==> src/rtl/shared_adder_pkg.sv <==
// Shared definitions for the nibble-serial shared adder scheduler.
//   NIBBLE_W  : width of the shared adder slice (4 bits)
//   state_e   : scheduler FSM states (IDLE / ADD / DONE)
//   req_id_t  : identifies which requester owns an operation (0 or 1)
package shared_adder_pkg;

  localparam int NIBBLE_W = 4;

  typedef enum logic [1:0] {
    IDLE = 2'd0,
    ADD  = 2'd1,
    DONE = 2'd2
  } state_e;

  typedef logic req_id_t;

endpackage

==> src/rtl/four_bit_adder.sv <==
// Purely combinational 4-bit ripple-carry adder, the shared datapath element.
// Ports:
//   a, b  : 4-bit operands
//   cin   : carry into bit 0
//   sum   : 4-bit sum
//   cout  : carry out of bit 3
module four_bit_adder (
  input  logic [3:0] a,
  input  logic [3:0] b,
  input  logic       cin,
  output logic [3:0] sum,
  output logic       cout
);

  logic [4:0] c;

  always_comb begin
    c    = '0;
    sum  = '0;
    c[0] = cin;
    for (int i = 0; i < 4; i++) begin
      sum[i]   = a[i] ^ b[i] ^ c[i];
      c[i+1]   = (a[i] & b[i]) | (a[i] & c[i]) | (b[i] & c[i]);
    end
    cout = c[4];
  end

endmodule

==> src/rtl/shared_adder_scheduler.sv <==
// Shares one four_bit_adder between two requesters. A granted operation is
// added one nibble per clock (LSB nibble first) with the carry chained
// through carry_q, then presented on the response port until taken.
//
// Handshake: a transfer happens on a rising edge where valid and ready are
// both high. reqN_ready is combinational, only ever high in IDLE for the
// granted requester while it is valid, and never while rst is high. Once
// rsp_valid rises, rsp_sum/rsp_cout/rsp_id (and rsp_ovf) stay stable until
// the edge where rsp_ready is also high.
//
// Ports:
//   clk, rst                      : clock, synchronous active-high reset
//   reqN_valid/ready/a/b/cin      : requester N operands and handshake
//   rsp_valid/ready/sum/cout/id   : result, carry out of MSB nibble, owner id
//   rsp_ovf                       : signed overflow (only when
//                                   SHARED_ADDER_SCHEDULER_OVF_EN is defined)
//   dbg_state                     : current FSM state, for observation
//
// Build option: define SHARED_ADDER_SCHEDULER_OVF_EN to add rsp_ovf.
module shared_adder_scheduler
  import shared_adder_pkg::*;
#(
  parameter int WIDTH = 16
) (
  input  logic             clk,
  input  logic             rst,
  input  logic             req0_valid,
  output logic             req0_ready,
  input  logic [WIDTH-1:0] req0_a,
  input  logic [WIDTH-1:0] req0_b,
  input  logic             req0_cin,
  input  logic             req1_valid,
  output logic             req1_ready,
  input  logic [WIDTH-1:0] req1_a,
  input  logic [WIDTH-1:0] req1_b,
  input  logic             req1_cin,
  output logic             rsp_valid,
  input  logic             rsp_ready,
  output logic [WIDTH-1:0] rsp_sum,
  output logic             rsp_cout,
  output logic             rsp_id,
`ifdef SHARED_ADDER_SCHEDULER_OVF_EN
  output logic             rsp_ovf,
`endif
  output logic [1:0]       dbg_state
);

  localparam int NUM_NIBBLES = WIDTH / NIBBLE_W;
  localparam int IDX_W       = (NUM_NIBBLES > 1) ? $clog2(NUM_NIBBLES) : 1;

  state_e           state_q, state_d;
  req_id_t          last_grant_q, last_grant_d;
  req_id_t          id_q, id_d;
  logic [IDX_W-1:0] idx_q, idx_d;
  logic             carry_q, carry_d;
  logic [WIDTH-1:0] a_q, a_d;
  logic [WIDTH-1:0] b_q, b_d;
  logic [WIDTH-1:0] sum_q, sum_d;
  logic             cout_q, cout_d;
`ifdef SHARED_ADDER_SCHEDULER_OVF_EN
  logic             ovf_q, ovf_d;
`endif

  req_id_t               grant;
  logic                  accept;
  logic                  last_nibble;
  logic [NIBBLE_W-1:0]   add_a, add_b, add_sum;
  logic                  add_cout;

  // Round-robin: a lone requester wins; on a tie the one not granted last.
  always_comb begin
    grant = 1'b0;
    if (req0_valid && req1_valid) begin
      grant = ~last_grant_q;
    end else if (req1_valid) begin
      grant = 1'b1;
    end
  end

  // Select the current nibble of the latched operands.
  always_comb begin
    add_a = '0;
    add_b = '0;
    for (int i = 0; i < NUM_NIBBLES; i++) begin
      if (idx_q == IDX_W'(i)) begin
        add_a = a_q[i*NIBBLE_W +: NIBBLE_W];
        add_b = b_q[i*NIBBLE_W +: NIBBLE_W];
      end
    end
  end

  four_bit_adder u_adder (
    .a    (add_a),
    .b    (add_b),
    .cin  (carry_q),
    .sum  (add_sum),
    .cout (add_cout)
  );

  assign last_nibble = (idx_q == IDX_W'(NUM_NIBBLES - 1));
  assign accept      = req0_ready | req1_ready;

  // State and datapath registers.
  always_ff @(posedge clk) begin
    if (rst) begin
      state_q      <= IDLE;
      last_grant_q <= 1'b1;
      id_q         <= 1'b0;
      idx_q        <= '0;
      carry_q      <= 1'b0;
      a_q          <= '0;
      b_q          <= '0;
      sum_q        <= '0;
      cout_q       <= 1'b0;
`ifdef SHARED_ADDER_SCHEDULER_OVF_EN
      ovf_q        <= 1'b0;
`endif
    end else begin
      state_q      <= state_d;
      last_grant_q <= last_grant_d;
      id_q         <= id_d;
      idx_q        <= idx_d;
      carry_q      <= carry_d;
      a_q          <= a_d;
      b_q          <= b_d;
      sum_q        <= sum_d;
      cout_q       <= cout_d;
`ifdef SHARED_ADDER_SCHEDULER_OVF_EN
      ovf_q        <= ovf_d;
`endif
    end
  end

  // Next-state and datapath update.
  always_comb begin
    state_d      = state_q;
    last_grant_d = last_grant_q;
    id_d         = id_q;
    idx_d        = idx_q;
    carry_d      = carry_q;
    a_d          = a_q;
    b_d          = b_q;
    sum_d        = sum_q;
    cout_d       = cout_q;
`ifdef SHARED_ADDER_SCHEDULER_OVF_EN
    ovf_d        = ovf_q;
`endif
    case (state_q)
      IDLE: begin
        if (accept) begin
          state_d      = ADD;
          a_d          = grant ? req1_a   : req0_a;
          b_d          = grant ? req1_b   : req0_b;
          carry_d      = grant ? req1_cin : req0_cin;
          id_d         = grant;
          last_grant_d = grant;
          idx_d        = '0;
        end
      end
      ADD: begin
        for (int i = 0; i < NUM_NIBBLES; i++) begin
          if (idx_q == IDX_W'(i)) begin
            sum_d[i*NIBBLE_W +: NIBBLE_W] = add_sum;
          end
        end
        carry_d = add_cout;
        idx_d   = idx_q + IDX_W'(1);
        if (last_nibble) begin
          state_d = DONE;
          cout_d  = add_cout;
`ifdef SHARED_ADDER_SCHEDULER_OVF_EN
          // Carry into the MSB is a^b^sum at that bit; overflow when it
          // differs from the carry out.
          ovf_d   = a_q[WIDTH-1] ^ b_q[WIDTH-1] ^ add_sum[NIBBLE_W-1] ^ add_cout;
`endif
        end
      end
      DONE: begin
        if (rsp_ready) begin
          state_d = IDLE;
        end
      end
      default: begin
        state_d = IDLE;
      end
    endcase
  end

  // Outputs.
  always_comb begin
    req0_ready = !rst && (state_q == IDLE) && (grant == 1'b0) && req0_valid;
    req1_ready = !rst && (state_q == IDLE) && (grant == 1'b1) && req1_valid;
    rsp_valid  = (state_q == DONE);
    rsp_sum    = sum_q;
    rsp_cout   = cout_q;
    rsp_id     = id_q;
`ifdef SHARED_ADDER_SCHEDULER_OVF_EN
    rsp_ovf    = ovf_q;
`endif
    dbg_state  = state_q;
  end

endmodule

==> config.mk <==
export PLATFORM = sky130hd
export DESIGN_NAME = shared_adder_scheduler
export DESIGN_NICKNAME = d
export VERILOG_FILES = /design/src/rtl/shared_adder_pkg.sv /design/src/rtl/four_bit_adder.sv /design/src/rtl/shared_adder_scheduler.sv
export SDC_FILE = /design/constraint.sdc
export NUM_CORES = 1
export LEC_CHECK = 0
export ABC_AREA = 1
export CELL_PAD_IN_SITES_DETAIL_PLACEMENT = 1
export CELL_PAD_IN_SITES_GLOBAL_PLACEMENT = 1
export CORE_MARGIN = 2
export CORE_UTILIZATION = 30
export DETAILED_ROUTE_END_ITERATION = 7
export MAX_ROUTING_LAYER = met4
export PLACE_DENSITY = 0.82
export SLEW_MARGIN = 20
export SYNTH_ARGS = -nofsm -noshare
export SYNTH_HDL_FRONTEND = slang
export SYNTH_SLANG_ARGS = --single-unit
==> constraint.sdc <==
create_clock -name clk -period 6.3 [get_ports clk]
set_input_delay 1.89 -clock clk [delete_from_list [all_inputs] [get_ports clk]]
set_output_delay 1.89 -clock clk [all_outputs]
set_load 0.02 [all_outputs]
# [Word-level counts from Yosys, hierarchy flattened]
# Cells that the tools add are included.
[word_totals] reg_bits=56 latch_bits=0 mem_bits_rw=0 romBits=0 output_inout_bits=23 memories=0
[classes] add_sub_neg=1 multipliers=0 div=0 n_lt_le_gt_ge=0 n_eq_ne=8 n_shift=0 mux=21 n_bitwise=31 n_reduce_logical=17
[ops] operator="16-bit 2-to-1 mux" n=2
[ops] operator="4-bit 2-to-1 mux" n=8
[ops] operator="1-bit AND" n=12
[ops] operator="2-bit AND reduction" n=6
[ops] operator="1-bit bitwise OR" n=9
[ops] operator="2-bit 2-to-1 mux" n=4
[ops] operator="1-bit XOR" n=8
[ops] operator="2-bit == test, second input constant" n=3
[ops] operator="1-bit logical AND" n=6
[ops] operator="2-bit case mux with 3 select lines" n=1
[ops] operator="2-bit by 1-bit == test with 1-bit output, second input constant" n=2
[ops] operator="2-bit logical NOT" n=2
[ops] operator="1-bit 2-to-1 mux" n=4
[ops] operator="2-bit inequality test, second input constant" n=2
[ops] operator="2-bit case mux with 2 select lines" n=1
[ops] operator="3-bit AND reduction" n=1
[ops] operator="2-bit by 1-bit adder with 2-bit output, second input constant" n=1
[ops] operator="2-bit by 1-bit inequality test with 1-bit output, second input constant" n=1
[ops] operator="1-bit NOT" n=2
[ops] operator="1-bit case mux with 2 select lines" n=1
[ops] operator="2-bit nonzero test" n=1
[ops] operator="1-bit logical NOT" n=1

# [Depth between registers and ports, before layout]
# Gate-level depths: netlist of the first run.
[depth] word_depth=18 ltp_mapped=20

# [Modules after synthesis]
# From an unflattened synthesis of the first run, not the netlist that was laid out.
[unflattened] cells_unflattened=443 hier_area_um2=2986.6
[by_module_without_submodules] mod="shared_adder_scheduler" instances=1 cells_each=429 area_each_um2=2869.0
[by_module_without_submodules] mod="four_bit_adder" instances=1 cells_each=14 area_each_um2=117.6

# [Worst setup path before layout of the first run]
# No wires, ideal clock.
[synth_path] path_kind="in2out" from="input rst" to="output req0_ready" t_arrival_ns=2.605 setup_slack_ns=1.805 path_stages=4 path_buffers=1 path_cell_list="buf_4 -> inv_1 -> nand3_4 -> nor2_1"
[synth_between] elab_chain_len=4
[synth_rtl] element="start: declaration" line_no="shared_adder_scheduler.sv:26" text="input logic rst,"
[synth_rtl] element="1-bit logical NOT" line_no="shared_adder_scheduler.sv:191" text="req0_ready = !rst && (state_q == IDLE) && (grant == 1'b0) && req0_valid;"
[synth_rtl] element="1-bit logical AND (3 in a row)" line_no="shared_adder_scheduler.sv:191"
[synth_rtl] element="end: declaration" line_no="shared_adder_scheduler.sv:28" text="output logic req0_ready,"
# Every way passes these cells.

# [Worst setup path after layout of the first run]
[layout_path] from="input req0_valid" to="output req0_ready"
[layout_between] elab_chain_len=5
[layout_rtl] element="start: declaration" line_no="shared_adder_scheduler.sv:27" text="input logic req0_valid,"
[layout_rtl] element="1-bit logical AND" line_no="shared_adder_scheduler.sv:73" text="if (req0_valid && req1_valid) begin"
[layout_rtl] element="1-bit 2-to-1 mux" line_no="shared_adder_scheduler.sv:73"
[layout_rtl] element="1-bit NOT" line_no="shared_adder_scheduler.sv:191"
[layout_rtl] element="1-bit logical AND" line_no="shared_adder_scheduler.sv:191"
[layout_rtl] element="1-bit logical AND (*)" line_no="shared_adder_scheduler.sv:191"
# Every way passes the cells marked *; elsewhere a longest branch is shown, timed or not.

==> impl_metrics.ini, run 1 <==
[outcome]
status = finished clean

[layout]
synthToLayoutAreaGrowth_pct = 34.02
final_nets = 592
drive_gt1_share_pct = 14.98
final_core_util_pct = 40.84
diodes = 0

[place]
io_buffer_count = 93
finalWeightedCongestion = 0.7975
place_ws_ns = 0.7595
post-dp-hpwl_mm = 6.442

[clock_tree]
holdBufCountCts = 0
cts_tree = done
clk_pin_slew_ns = 0.11
numCtsBuffers = 5
clock_path_buffers = 2
cts_root_buf = clkbuf_8
ctsResizeCount = 0
insertion_delay_ns = 0.32
numClockSinks = 56
postCtsSetupBuffers = 0
htree_num_levels = 2

[floorplan]
dieWidth_um = 105.5
core_sq_um = 10140
die_area_sq_um = 11130
die_h_um = 105.5
initial_core_util_pct = 30.47
rows = 37
ios = 94

[timing]
skew_ns = 0.01404
fmaxAchievable_mhz = 181.7
worst_pin_slew_ns = 0.9209
setup_ws_ns = 0.7961
grt_setup_unrepaired = false
slew-limit-headroom_pct = 38.54
period_minus_slack_ns = 5.504
period_share_pct = 87.36
slew_viol_final = 0
setup_tns_ns = 0
hold_viol_final = 0
setup_viol = 0

[routing]
wirelength_mm = 8.574
antenna_left = 0
drtPass1Iterations = 4
route.detailed.drc = 0
routedWlPerCell_um = 13.19
vias = 3036
drt-initial-drc-count = 86
via_per_inst = 4.671

[yosys]
yosysTopAreaCellShare_pct = 36.29
yosysWarnings = 0
avgSynthCellArea_sq_um = 7.085
ys.flop_type = dfxtp_1
syn-num-nets = 515
synth_edf_count = 0
synth_area_leaders = dfxtp_1 36%, nand2_1 21%, a21oi_2 8.2%
netlist_instances = 436
ys_seq_area_share_pct = 36.29
syn_area_sq_um = 3089
synthArstFlopShare_pct = 0
ys_seq_elements = 56
synth_top_area_cell = dfxtp_1
yosysUniqueCellTypes = 25

[power]
leakage_nw = 1.636
ir_worst_vdd_mv = 0.08584
power.density_nw_per_um2 = 199.3

[global_route]
grt_pass1_vias = 3236
grt_overflow = 0
antenna_found_initial = 0
grt_pass1_wl_mm = 14.53
grt_max_degree = 55
grt_usage_pct = 16.13

[worst_hold_path]
hold_path.class = reg -> reg

[setup_path]
worst-setup-path-type = in -> out
critPathRequiredTime_ns = 4.41
setup.worst_path.start_class = input pin
crit_arrival_ns = 3.61
worst_setup_path_end_kind = output pin
crit_fanout = 35

[job]
drv_cap = 0
[routing by layer]
metal	vias up	part of all wire, %	routed length, um	track usage (%)
met5	-	0	0	-
met4	0	1.2	106	4.381
met3	12	3.1	269	2.412
met2	65	51	4384	29.12
met1	1413	44	3813	18.54
li1	1546	-	-	-
[synthesized netlist by cell type (2+ instances only)]
cell and instances:
a21oi_2 29, dfxtp_1 56, buf_8 3, nand4_1 2, inv_1 17, inv_4 2
nand3_1 24, nand2_4 3, o21ai_0 6, a21oi_1 39, buf_2 10, nand2_1 174
fa_1 4, clkbuf_1 7, buf_4 4, ha_1 4, o211ai_1 4, nor2_1 11
nand2_2 30, o31ai_1 2
[cells by family after synthesis]
family	after synthesis	share of synthesized area (%)
compound gates	81	17.17
buf+inv	45	7.614
fa+ha+maj	8	4.212
simple gates	246	34.71
flops	56	36.29
[report_power, final]
part	internal, mW	total (mW)	switching (mW)
clock network	0.0814	0.207	0.126
logic	0.0980	0.228	0.130
registers	0.375	0.390	0.0149
total	0.554	0.825	0.271
[worst max-delay path, cell delays in order]
cell and delay (ns):
clkdlybuf4s50_1 0.54, nand2_2 0.10, nand2_4 0.29, inv_4 0.05, nor2_1 0.12, clkdlybuf4s50_1 0.62
[state kept, by name, indices dropped and copies added (netlist names)]
register / count
carry_q: 1
a_q: 16
idx_q: 2
rsp_cout: 1
last_grant_q: 1
rsp_sum: 16
b_q: 16
dbg_state: 2
rsp_id: 1
[cells in the final DEF (no fill, tap or decap)]
cell,Yosys,final
nor2_1,11,11
nand4_1,2,2
dfxtp_1,56,56
inv_6,0,1
buf_2,10,1
inv_1,17,17
fa_1,4,4
inv_4,2,2
nand3_4,1,1
ha_1,4,4
o21ai_0,6,6
nand3_1,24,24
buf_4,4,2
nand2_4,3,3
clkbuf_8,0,5
clkinv_4,0,2
a31oi_1,1,1
clkinv_1,1,1
nand2_2,30,30
nor2_2,1,1
a21oi_2,29,29
a21oi_1,39,39
o31ai_1,2,2
nand2_1,174,174
clkdlybuf4s50_1,0,92
o211ai_1,4,4
[stage by stage]
stage	std cells	cell area (sq um)	hold WS (ns)	power, mW
after floorplan	436	3089	0.4383	0.5429
final	650	4140	0.4677	0.8251
after CTS	650	4140	0.4702	0.8333
after global placement	642	4045	0.4519	0.6197
after global routing	650	4140	0.4933	0.8735
after detailed placement	642	4045	0.4545	0.6285
[worst paths after layout]
check        depth (start not counted)  slack [ns]                    start                        to
max                                  6        0.80               req0_valid                req0_ready
min                                  2        0.47  rsp_sum[1]$_SDFFE_PP0P_   rsp_sum[1]$_SDFFE_PP0P_
max reg2reg                         14        2.54    idx_q[0]$_SDFFE_PP0P_  rsp_sum[11]$_SDFFE_PP0P_
min reg2reg                          2        0.47  rsp_sum[1]$_SDFFE_PP0P_   rsp_sum[1]$_SDFFE_PP0P_
[area by class of cell]
cell class	instances	area, sq um
fill	1289	5998
clock buffer	5	68.82
inverter	20	80.08
timing repair buffer	95	940.9
multi-input combinational	335	1733
clock inverter	3	26.28
tap	136	170.2
sequential	56	1121
No activity file was read; power rests on OpenSTA's default activity.
==> run 2, diff against run 1 <==
SKIP_CTS_REPAIR_TIMING = 1   (was unset)
==> results of run 2 <==
Final layout, timing and power as in run 1 (identical DEF).
==> run 3, diff against run 2 <==
CELL_PAD_IN_SITES_DETAIL_PLACEMENT = 0   (was 1)
PLACE_DENSITY = 0.85   (was 0.82)
clock period = 4.8 ns   (was 6.3 ns; I/O delays follow)
==> run 3 against run 2 <==
Compared with the run above: register-to-register slack worse by 1.4 ns; final area is 0.27% higher; sequential share of layout area fell by 0.073 points; global-route usage down 1.9 points; largest power group unchanged; combinational power up 28%; cell count is 0.31% higher.
==> impl_metrics.ini, run 3 (synthesis results as in run 1) <==
[clock_tree]
cts_root_buf = clkbuf_8
numClockSinks = 56
htree_num_levels = 2
numCtsBuffers = 5
cts_tree = done
clk_pin_slew_ns = 0.10
clock_path_buffers = 2
insertion_delay_ns = 0.31

[global_route]
antenna_found_initial = 0
grt_usage_pct = 14.23
grt_pass1_vias = 2834
grt_overflow = 0
grt_pass1_wl_mm = 12.85
grt_max_degree = 55

[floorplan]
core_sq_um = 10140
rows = 37
initial_core_util_pct = 30.47
dieWidth_um = 105.5
die_area_sq_um = 11130
die_h_um = 105.5
ios = 94

[setup_path]
r2r_cells = 14
worst-path-buf-inv = 3
worst-setup-path-type = in -> out
path_cells = clkdlybuf4s50_1 -> nand2_2 -> nand2_4 -> inv_4 -> nor2_1 -> clkdlybuf4s50_1
crit_family = buffers and inverters
crit_top_cell = clkdlybuf4s50_1
crit_arrival_ns = 2.89
crit_path_top_delay_cell = clkdlybuf4s50_1
rr_startpoint = idx_q[0]$_SDFFE_PP0P_
slowest_delay_ns = 0.61
critPathRequiredTime_ns = 3.36
reg2reg_to = rsp_sum[7]$_SDFFE_PP0P_
worst_setup_path_end_kind = output pin
setup.worst_path.start_class = input pin
crit_fanout = 3
rrSetupSlack_ns = 1.11

[timing]
grt_setup_unrepaired = false
setup_tns_ns = 0
hold_slack_ns = 0.4668
setup_viol = 0
slew-limit-headroom_pct = 41.30
skew_ns = 0.009819
worst_pin_slew_ns = 0.8796
slew_viol_final = 0
fmaxAchievable_mhz = 230.7
period_minus_slack_ns = 4.335
period_share_pct = 90.31
hold_viol_final = 0

[power]
switching_share_pct = 31.98
p_seq_share_pct = 47.9
p_int_uw = 726.0
power.density_nw_per_um2 = 257.1
p_sw_uw = 341.4
ir_worst_vdd_mv = 0.1349
pwr-share-comb_pct = 27.4
p_clk_share_pct = 24.7
leakage_nw = 1.645

[routing]
drtPass1Iterations = 4
vias = 2913
routedWlPerCell_um = 11.44
antenna_left = 0
route.detailed.drc = 0
drt-initial-drc-count = 102
via_per_inst = 4.468
wirelength_mm = 7.456

[layout]
final_nets = 594
layout_commonest_cell = nand2_1
final_cell_mix = 174 x nand2_1, 92 x clkdlybuf4s50_1, 56 x dfxtp_1
drive_gt1_share_pct = 15.31
synthToLayoutAreaGrowth_pct = 34.39
diodes = 0

[worst_hold_path]
hold_path.class = reg -> reg
min_to = rsp_sum[12]$_SDFFE_PP0P_
holdPathStages = 2
hp-start = rsp_sum[12]$_SDFFE_PP0P_

[place]
finalWeightedCongestion = 0.8171
io_buffer_count = 93
post-dp-hpwl_mm = 5.522

[job]
drv_cap = 0

[outcome]
status = finished clean
-- run 3: cell types whose count changed in the layout (fill, tap and decap cells not counted), sizes merged --
cell	before	now
buf	3	5
-- run 3: area by class of cell --
class	instances	area [sq um]
fill	1063	5987
multi-input combinational	335	1733
sequential	56	1121
timing repair buffer	97	955.9
tap	136	170.2
inverter	20	80.08
clock buffer	5	68.82
clock inverter	3	22.52
-- run 3: metal layers --
metal	wire length (um)	track usage [%]
met1	3509	17.87
met2	3594	24.15
met3	297	2.474
met4	55	2.762
met5	0	-
-- run 3: worst max-delay path by stage --
stage / endpoint / startpoint / slack (ns) / cells past startpoint
global route: req0_ready / req0_valid / 0.41 / 6
finish: req0_ready / req0_valid / 0.47 / 6
floorplan: req0_ready / rst / 1.20 / 4
detailed placement: req0_ready / req0_valid / 0.46 / 6
global placement: req0_ready / req0_valid / 0.47 / 6
CTS: req0_ready / req0_valid / 0.45 / 6
-- run 3: metrics by stage --
stage	std cells	utilization (%)	worst slack, ns	total power, mW	instance area (sq um)
floorplan	436	-	1.205	0.7125	3089
global placement	644	40.05	0.4697	0.8141	4060
detailed placement	644	40.05	0.4643	0.8177	4060
CTS	652	40.95	0.4531	1.079	4151
global route	652	40.95	0.4057	1.137	4151
finish	652	40.95	0.4651	1.067	4151
-- run 3: power by group through the flow --
stage          Sequential, mW  Clock, mW  Combinational (mW)
4_1_cts                 0.511      0.271               0.297
5_1_grt                 0.515      0.292               0.330
3_3_place_gp            0.522          0               0.293
6_report                0.511      0.264               0.292
3_5_place_dp            0.522          0               0.296
2_1_floorplan           0.524          0               0.188
-- run 3: worst register-to-register path, cell delays in order, from the launching register on --
cell      delay, ns
dfxtp_1        0.41
ha_1           0.51
clkinv_1       0.40
o21ai_0        0.17
a31oi_1        0.06
a21oi_1        0.20
fa_1           0.21
inv_1          0.05
fa_1           0.37
fa_1           0.36
inv_1          0.08
fa_1           0.40
inv_1          0.13
nand3_1        0.09
a21oi_1        0.19
